<file path="config.mk">
export PLATFORM = sky130hd
export DESIGN_NAME = decode_ex_ctrl
export DESIGN_NICKNAME = d
export VERILOG_FILES = /design/src/rtl/decode_ex_ctrl.sv
export SDC_FILE = /design/constraint.sdc
export NUM_CORES = 1
export LEC_CHECK = 0
export ABC_AREA = 1
export CAP_MARGIN = 20
export CORE_ASPECT_RATIO = 2
export CORE_UTILIZATION = 46
export DETAILED_ROUTE_END_ITERATION = 10
export HOLD_SLACK_MARGIN = 0.1
export PLACE_DENSITY_LB_ADDON = 0.3
export REMOVE_ABC_BUFFERS = 1
export SLEW_MARGIN = 10
export SYNTH_ARGS = -nofsm -noshare
export SYNTH_HDL_FRONTEND = slang
export SYNTH_SLANG_ARGS = --single-unit
</file>
<file path="constraint.sdc">
create_clock -name clk -period 3.9 [get_ports clk]
set_input_delay 0.78 -clock clk [delete_from_list [all_inputs] [get_ports clk]]
set_output_delay 0.78 -clock clk [all_outputs]
set_load 0.005 [all_outputs]
</file>
<file path="src/rtl/decode_ex_ctrl.sv">
// RV32I control decoder with the registered ID/EX control stage.
// ImmSrcD is the only combinational output; everything else is held in e_reg.
module decode_ex_ctrl #(
  parameter int DATA_WIDTH = 32
) (
  input  logic                  clk,
  input  logic                  rst,
  input  logic [DATA_WIDTH-1:0] InstrD,
  input  logic                  ValidD,
  input  logic                  StallE,
  input  logic                  FlushE,
  output logic [2:0]            ImmSrcD,
  output logic [3:0]            ALUControlE,
  output logic                  ALUSrcE,
  output logic [1:0]            SrcASelE,
  output logic [1:0]            ResultSrcE,
  output logic                  RegWriteE,
  output logic                  MemWriteE,
  output logic                  BranchE,
  output logic                  JumpE,
  output logic                  JalrE,
  output logic [2:0]            Funct3E,
  output logic [4:0]            Rs1E,
  output logic [4:0]            Rs2E,
  output logic [4:0]            RdE,
  output logic                  IllegalE,
  output logic                  ValidE
);

  localparam logic [6:0] OP_R      = 7'b0110011;
  localparam logic [6:0] OP_I      = 7'b0010011;
  localparam logic [6:0] OP_LOAD   = 7'b0000011;
  localparam logic [6:0] OP_STORE  = 7'b0100011;
  localparam logic [6:0] OP_BRANCH = 7'b1100011;
  localparam logic [6:0] OP_LUI    = 7'b0110111;
  localparam logic [6:0] OP_AUIPC  = 7'b0010111;
  localparam logic [6:0] OP_JAL    = 7'b1101111;
  localparam logic [6:0] OP_JALR   = 7'b1100111;

  localparam logic [6:0] F7_BASE = 7'b0000000;
  localparam logic [6:0] F7_ALT  = 7'b0100000;

  localparam logic [3:0] ALU_ADD  = 4'b0000;
  localparam logic [3:0] ALU_SUB  = 4'b0001;
  localparam logic [3:0] ALU_AND  = 4'b0010;
  localparam logic [3:0] ALU_OR   = 4'b0011;
  localparam logic [3:0] ALU_XOR  = 4'b0100;
  localparam logic [3:0] ALU_SLL  = 4'b0101;
  localparam logic [3:0] ALU_SRA  = 4'b0110;
  localparam logic [3:0] ALU_SRL  = 4'b0111;
  localparam logic [3:0] ALU_SLT  = 4'b1000;
  localparam logic [3:0] ALU_SLTU = 4'b1001;

  localparam logic [2:0] IMM_I = 3'b000;
  localparam logic [2:0] IMM_S = 3'b001;
  localparam logic [2:0] IMM_B = 3'b010;
  localparam logic [2:0] IMM_U = 3'b011;
  localparam logic [2:0] IMM_J = 3'b100;

  typedef struct packed {
    logic [3:0] alu_control;
    logic       alu_src;
    logic [1:0] src_a_sel;
    logic [1:0] result_src;
    logic       reg_write;
    logic       mem_write;
    logic       branch;
    logic       jump;
    logic       jalr;
    logic [2:0] funct3;
    logic [4:0] rs1;
    logic [4:0] rs2;
    logic [4:0] rd;
    logic       illegal;
    logic       valid;
  } ex_ctrl_t;

  // Shared funct3 -> ALU op map of the R-type and I-ALU groups; alt selects sub/sra.
  function automatic logic [3:0] alu_op(input logic [2:0] f3, input logic alt);
    case (f3)
      3'b000:  alu_op = alt ? ALU_SUB : ALU_ADD;
      3'b001:  alu_op = ALU_SLL;
      3'b010:  alu_op = ALU_SLT;
      3'b011:  alu_op = ALU_SLTU;
      3'b100:  alu_op = ALU_XOR;
      3'b101:  alu_op = alt ? ALU_SRA : ALU_SRL;
      3'b110:  alu_op = ALU_OR;
      default: alu_op = ALU_AND;
    endcase
  endfunction

  logic [6:0] opcode;
  logic [2:0] funct3;
  logic [6:0] funct7;
  logic       legal;
  logic [2:0] imm_src;
  ex_ctrl_t   dec;
  ex_ctrl_t   e_next;
  ex_ctrl_t   e_reg;

  assign opcode = InstrD[6:0];
  assign funct3 = InstrD[14:12];
  assign funct7 = InstrD[31:25];

  always_comb begin
    dec     = '0;
    imm_src = IMM_I;
    legal   = 1'b1;
    case (opcode)
      OP_R: begin
        dec.reg_write   = 1'b1;
        dec.alu_control = alu_op(funct3, funct7 == F7_ALT);
        legal = (funct7 == F7_BASE) ||
                ((funct7 == F7_ALT) && ((funct3 == 3'b000) || (funct3 == 3'b101)));
      end
      OP_I: begin
        dec.reg_write   = 1'b1;
        dec.alu_src     = 1'b1;
        dec.alu_control = alu_op(funct3, (funct3 == 3'b101) && (funct7 == F7_ALT));
        case (funct3)
          3'b001:  legal = (funct7 == F7_BASE);
          3'b101:  legal = (funct7 == F7_BASE) || (funct7 == F7_ALT);
          default: legal = 1'b1;
        endcase
      end
      OP_LOAD: begin
        dec.alu_src    = 1'b1;
        dec.result_src = 2'b01;
        dec.reg_write  = 1'b1;
      end
      OP_STORE: begin
        dec.alu_src   = 1'b1;
        dec.mem_write = 1'b1;
        imm_src       = IMM_S;
      end
      OP_BRANCH: begin
        dec.branch = 1'b1;
        imm_src    = IMM_B;
        case (funct3[2:1])
          2'b00:   dec.alu_control = ALU_SUB;
          2'b10:   dec.alu_control = ALU_SLT;
          2'b11:   dec.alu_control = ALU_SLTU;
          default: legal = 1'b0;
        endcase
      end
      OP_LUI: begin
        dec.src_a_sel = 2'b10;
        dec.alu_src   = 1'b1;
        dec.reg_write = 1'b1;
        imm_src       = IMM_U;
      end
      OP_AUIPC: begin
        dec.src_a_sel = 2'b01;
        dec.alu_src   = 1'b1;
        dec.reg_write = 1'b1;
        imm_src       = IMM_U;
      end
      OP_JAL: begin
        dec.jump       = 1'b1;
        dec.result_src = 2'b10;
        dec.reg_write  = 1'b1;
        imm_src        = IMM_J;
      end
      OP_JALR: begin
        dec.alu_src    = 1'b1;
        dec.jump       = 1'b1;
        dec.jalr       = 1'b1;
        dec.result_src = 2'b10;
        dec.reg_write  = 1'b1;
        legal          = (funct3 == 3'b000);
      end
      default: legal = 1'b0;
    endcase
  end

  // Illegal words keep only their register fields; an invalid slot is a plain bubble.
  always_comb begin
    e_next = '0;
    if (ValidD) begin
      if (legal) begin
        e_next        = dec;
        e_next.funct3 = funct3;
      end
      e_next.rs1     = InstrD[19:15];
      e_next.rs2     = InstrD[24:20];
      e_next.rd      = InstrD[11:7];
      e_next.illegal = ~legal;
      e_next.valid   = 1'b1;
    end
  end

  assign ImmSrcD = legal ? imm_src : IMM_I;

  always_ff @(posedge clk) begin
    if (rst) begin
      e_reg <= '0;
    end else if (FlushE) begin
      e_reg <= '0;
    end else if (!StallE) begin
      e_reg <= e_next;
    end
  end

  assign ALUControlE = e_reg.alu_control;
  assign ALUSrcE     = e_reg.alu_src;
  assign SrcASelE    = e_reg.src_a_sel;
  assign ResultSrcE  = e_reg.result_src;
  assign RegWriteE   = e_reg.reg_write;
  assign MemWriteE   = e_reg.mem_write;
  assign BranchE     = e_reg.branch;
  assign JumpE       = e_reg.jump;
  assign JalrE       = e_reg.jalr;
  assign Funct3E     = e_reg.funct3;
  assign Rs1E        = e_reg.rs1;
  assign Rs2E        = e_reg.rs2;
  assign RdE         = e_reg.rd;
  assign IllegalE    = e_reg.illegal;
  assign ValidE      = e_reg.valid;

endmodule

</file>
* Word level (Yosys, flattened, before mapping) *
Cells that the tools add are included.

operators by class
  equality and inequality tests = 18
  bitwise operators = 1
  reduce and logical (&&, ||, !) cells = 15
  muxes and demuxes = 23

operator list
  cell                number
  $mux 34             2
  $pmux 4 s7          2
  $eq 7x6->1 const B  4
  $pmux 4 s3          2
  $eq 7x7->1 const B  3
  $eq 7x5->1 const B  2
  $pmux 3 s4          1
  $mux 1              11
  $eq 3x3->1 const B  3
  $pmux 2 s2          2
  $eq 7x2->1 const B  1
  $logic_not 7->1     1
  $reduce_or 7->1     1
  $eq 3x2->1 const B  2
  $reduce_or 2->1     3
  $reduce_or 6->1     1
  $pmux 1 s5          1
  $reduce_or 5->1     1
  $eq 2x2->1 const B  2
  $eq 3x1->1 const B  1
  $logic_not 3->1     1
  $logic_or 1x1->1    3
  $mux 3              1
  $reduce_or 3->1     1
  4 further kinds     5

storage, ports and cells
  register bits after elaboration = 34

* Longest topological paths before layout *
  depth after elaboration = 7
  depth in mapped cells = 12
  gate-level depth less buffers = 11

* Least setup slack after synthesis *
Ideal clock, no wire load.

  path kind = input -> output
  from = input InstrD[14]
  to = output ImmSrcD[1]
  arrival time = 1.766 ns
  data required time = 3.120 ns
  slack = 1.354 ns
  stages = 10
  path buffers = 2
  path through = buf_2 -> inv_1 -> ha_1 -> inv_1 -> nand4_1 -> nand2_1 -> nor2_2 -> nand2_2 -> buf_6 -> o21a_1

between the ends
  longest elaborated chain between the ends = 6

RTL lines
  item                                           line           source
  start: declaration                             8              input logic [DATA_WIDTH-1:0] InstrD,
  $eq 3x3->1 or $logic_not 3->1 (tied branches)  114, 120, 170
  $logic_or 1x1->1                               114            ((funct7 == F7_ALT) && ((funct3 == 3'b000) || (funct3 == 3'b101)));
  $logic_and 1x1->1                              114
  $logic_or 1x1->1                               113            legal = (funct7 == F7_BASE) ||
  $pmux 1 s5 *                                   109            case (opcode)
  $mux 3 *                                       192            assign ImmSrcD = legal ? imm_src : IMM_I;
  end: declaration                               12             output logic [2:0] ImmSrcD,

Every way passes the cells marked *; elsewhere a longest branch is shown, timed or not.

* Worst setup path after layout *
  from = input InstrD[13]
  to = output ImmSrcD[1]

Same word-level chain as after synthesis.

==> qor.log <==
qor: global_routing.grt_overflow 0
qor: power_and_ir_drop.comb_power_share 0.155
qor: sta.final.setup.tns 0 ns
qor: power_and_ir_drop.switching_power 0.000181 W
qor: clocking.cts-hold-fix-buffers 0
qor: route.wire_per_inst 11.7 um
qor: global_routing.via_count_of_the_first_global_routing_pass 1,600
qor: floorplanning.fp.dieW 45.6 um
qor: layout.area.growth.synth_to_final 49.6%
qor: global_routing.grt_antenna_before_repair 0
qor: hold_path.hold_path_class register to register
qor: sta.fmax 283 MHz
qor: place.number_of_cells_after_detailed_placement 360
qor: sta.fin_crit_sh 0.906
qor: yosys.syn-cell-area 1750 um2
qor: sta.total_setup_violations_reported_at_the_end_of_the_flow 0
qor: place.dp_slack 0.390 ns
qor: global_routing.grt_start_max_net_pins 34
qor: sta.rsz0062_at_grt no
qor: global_routing.overall_routing_resource_usage 0.224
qor: critical_path.critical-path-top-delay-family buffers and inverters
qor: sta.timing.slew.headroom 0.650
qor: run_status.status complete, no violations
qor: yosys.synth_warnings 0
qor: layout.fill_cells 306
qor: clocking.worst_skew_pair_later_pin_latency 0.28 ns
qor: run.maxCapViolations 0
qor: critical_path.timing.critical_path.cells clkdlybuf4s50_1 > inv_2 > nand2_2 > nor2_2 > nand3_1 > nand3b_1 > nor2_2 > nand2_2 > o21a_1 > clkdlybuf4s50_1
qor: yosys.syn-instance-count 247
qor: power_and_ir_drop.switching_share 0.259
qor: critical_path.crit_path_buf_inv_count 3
qor: floorplanning.core.rowCount 31
qor: clocking.cts_sinks 33
qor: power_and_ir_drop.power_density_cells 267 nW/um2
qor: yosys.synth_sequential_area_ratio 0.378
qor: critical_path.timing.critical_path.slowest_cell_delay 0.61 ns
qor: power_and_ir_drop.peakVddDrop 0.000156 V
qor: clocking.clock_path_buffers 2
qor: layout.stdcell_count 369
qor: floorplanning.initial_core_util 0.485
qor: sta.layout_setup_ws 0.365 ns
qor: clocking.inserted_clock_buffers 5
qor: power_and_ir_drop.static-leakage-power 0.979 nW
qor: critical_path.critical-path-slowest-cell sky130_fd_sc_hd__clkdlybuf4s50_1
qor: clocking.cts.repair_timing.setup_buffer_count 0
qor: route.dr.pass1.iters 4
qor: route.dr_total_vias 1,778
qor: yosys.postSynthRegisterBits 33
qor: global_routing.grt_pass1_wl 6600 um
qor: layout.antenna_cells 0
qor: critical_path.worst-setup-path-type input pin to output pin
qor: clocking.cts_root_buf sky130_fd_sc_hd__clkbuf_8
qor: critical_path.worst_ep_arrival_time 2.75 ns
qor: floorplanning.fp.dieH 89.2 um
qor: place.gp_routability_congestion 0.886
qor: critical_path.critical_path_peak_fanout 8
qor: critical_path.setup.worst_path.start_class input pin
qor: route.drt_iter0_drc 43
qor: route.postRouteAntennaNets 0
qor: yosys.synth_top_area_cell sky130_fd_sc_hd__dfxtp_1
qor: layout.drive_above_1_share 0.169
qor: layout.fin_nets 359
qor: sta.timing.clock.skew 0 ns
qor: clocking.cts_h_tree_lvls 2
qor: clocking.cts_tree yes
qor: sta.layout_min_cycle_time 3.53 ns
qor: sta.timing.final.max_slew_violations 0
qor: yosys.synth_largest_type_area_fraction 0.378
qor: route.drt-vias-per-instance 4.82
qor: route.drc 0
qor: power_and_ir_drop.internal-power 0.000519 W
qor: sta.timing.final.hold_violations 0
qor: power_and_ir_drop.share_clk_of_total_power 0.355
qor: clocking.clkTransAtPathRegs 0.06 ns
qor: power_and_ir_drop.pwr-share-seq 0.490
qor: route.drt_wl_total 4330 um
qor: layout.final_common_cell sky130_fd_sc_hd__clkdlybuf4s50_1
qor: clocking.post_cts_resize_count 0
qor: place.hpwlAfterDp 3250 um
qor: yosys.ys_types 26
qor: floorplanning.fp.dieArea 4070 um2
qor: floorplanning.ios 74
qor: yosys.synth.top_cells.by_area sky130_fd_sc_hd__dfxtp_1, sky130_fd_sc_hd__nand2_1, sky130_fd_sc_hd__a21oi_1
qor: layout.layout.cells.most_common_list sky130_fd_sc_hd__clkdlybuf4s50_1, sky130_fd_sc_hd__nand2_1, sky130_fd_sc_hd__dfxtp_1, sky130_fd_sc_hd__a21oi_1, sky130_fd_sc_hd__nor2_1
qor: sta.worst_pin_slew 0.525 ns
qor: critical_path.critical_path_data_required_time 3.12 ns
qor: floorplanning.floorplan.core_area 3610 um2
qor: yosys.syn_area_per_cell 7.08 um2
qor: critical_path.timing.critical_path.to_type output pin
qor: place.portBuffers 73
-- worst paths after layout --
path / from / endpoint / slack (ns) / cells past startpoint
worst max register to register: Rs1E[0] / Rs1E[0] / 3.24 / 2
worst min register to register: Rs2E[1] / Rs2E[1] / 0.45 / 2
worst max-delay path: InstrD[13] / ImmSrcD[1] / 0.37 / 10
worst min-delay path: Rs2E[1] / Rs2E[1] / 0.45 / 2
-- tightest hold or removal path, cell delays in order (launching register included) --
cell and delay, ns:
sky130_fd_sc_hd__dfxtp_1 0.31, sky130_fd_sc_hd__nand2_1 0.05, sky130_fd_sc_hd__a21oi_1 0.05
-- power groups by stage --
| stage | Combinational (W) | Sequential, W | Clock, W |
|---|---|---|---|
| floorplan | 0.0000379 | 0.000351 | 0 |
| global placement | 0.000104 | 0.000350 | 0 |
| detailed placement | 0.000105 | 0.000350 | 0 |
| CTS | 0.000106 | 0.000343 | 0.000256 |
| global route | 0.000119 | 0.000343 | 0.000267 |
| finish | 0.000109 | 0.000343 | 0.000248 |
-- registers in the layout, summed over array words and instances (netlist names), 2 cells and up --
signal and flops:
SrcASelE 2, Rs2E 5, Rs1E 5, Funct3E 3
ALUControlE 4, ResultSrcE 2, RdE 5
-- cell type report --
cell class	count	area, um2	share of cell area
Clock buffer	5	68.8	0.0263
Clock inverter	3	17.5	0.00669
Inverter	26	97.6	0.0373
Multi-Input combinational cell	176	931	0.356
Sequential cell	33	661	0.252
Tap cell	49	61.3	0.0234
Timing Repair Buffer	77	781	0.298
-- cells by family after synthesis --
| logic type | count (synthesis) | synth area share |
|---|---|---|
| and+or+nand+nor | 132 | 0.368 |
| AOI/OAI and AO/OA | 41 | 0.142 |
| DFF | 33 | 0.378 |
| adders and majority gates | 3 | 0.0215 |
| buffers and inverters | 38 | 0.0901 |
-- routing by layer --
metal	GRT usage	vias up	part of all wire
met1	0.199	798	0.35
met4	0.118	0	0.021
li1	-	927	-
met5	0	-	0
met3	0.0283	7	0.036
met2	0.445	46	0.59
-- Yosys cell counts --
| cell | count |
|---|---|
| sky130_fd_sc_hd__inv_1 | 17 |
| sky130_fd_sc_hd__dfxtp_1 | 33 |
| sky130_fd_sc_hd__buf_4 | 1 |
| sky130_fd_sc_hd__a211oi_1 | 1 |
| sky130_fd_sc_hd__nand2_4 | 1 |
| sky130_fd_sc_hd__nand4_1 | 1 |
| sky130_fd_sc_hd__a21oi_1 | 25 |
| sky130_fd_sc_hd__o21a_1 | 1 |
| sky130_fd_sc_hd__nand3b_1 | 3 |
| sky130_fd_sc_hd__nor2_1 | 19 |
| sky130_fd_sc_hd__o211ai_1 | 1 |
| sky130_fd_sc_hd__nor2_4 | 3 |
| sky130_fd_sc_hd__nand3_2 | 9 |
| sky130_fd_sc_hd__nand3_1 | 17 |
| sky130_fd_sc_hd__a21oi_2 | 9 |
| sky130_fd_sc_hd__nand2_2 | 3 |
| sky130_fd_sc_hd__nor2_2 | 8 |
| sky130_fd_sc_hd__nand2_1 | 68 |
| sky130_fd_sc_hd__ha_1 | 3 |
| sky130_fd_sc_hd__clkbuf_1 | 4 |
| sky130_fd_sc_hd__inv_2 | 9 |
| sky130_fd_sc_hd__buf_1 | 3 |
| sky130_fd_sc_hd__buf_6 | 1 |
| sky130_fd_sc_hd__o31ai_1 | 1 |
| sky130_fd_sc_hd__buf_2 | 3 |
| sky130_fd_sc_hd__o21ai_0 | 3 |
-- stage by stage --
step / hold slack (ns) / util / instance area [um2] / total power, W
2_1_floorplan: 0.453 / - / 1690 / 0.000388
3_3_place_gp: 0.442 / 0.694 / 2500 / 0.000454
3_5_place_dp: 0.446 / 0.694 / 2500 / 0.000456
4_1_cts: 0.455 / 0.718 / 2590 / 0.000705
5_1_grt: 0.474 / 0.726 / 2620 / 0.000728
6_report: 0.453 / 0.726 / 2620 / 0.000699
Power figures use the tool's default switching activity.
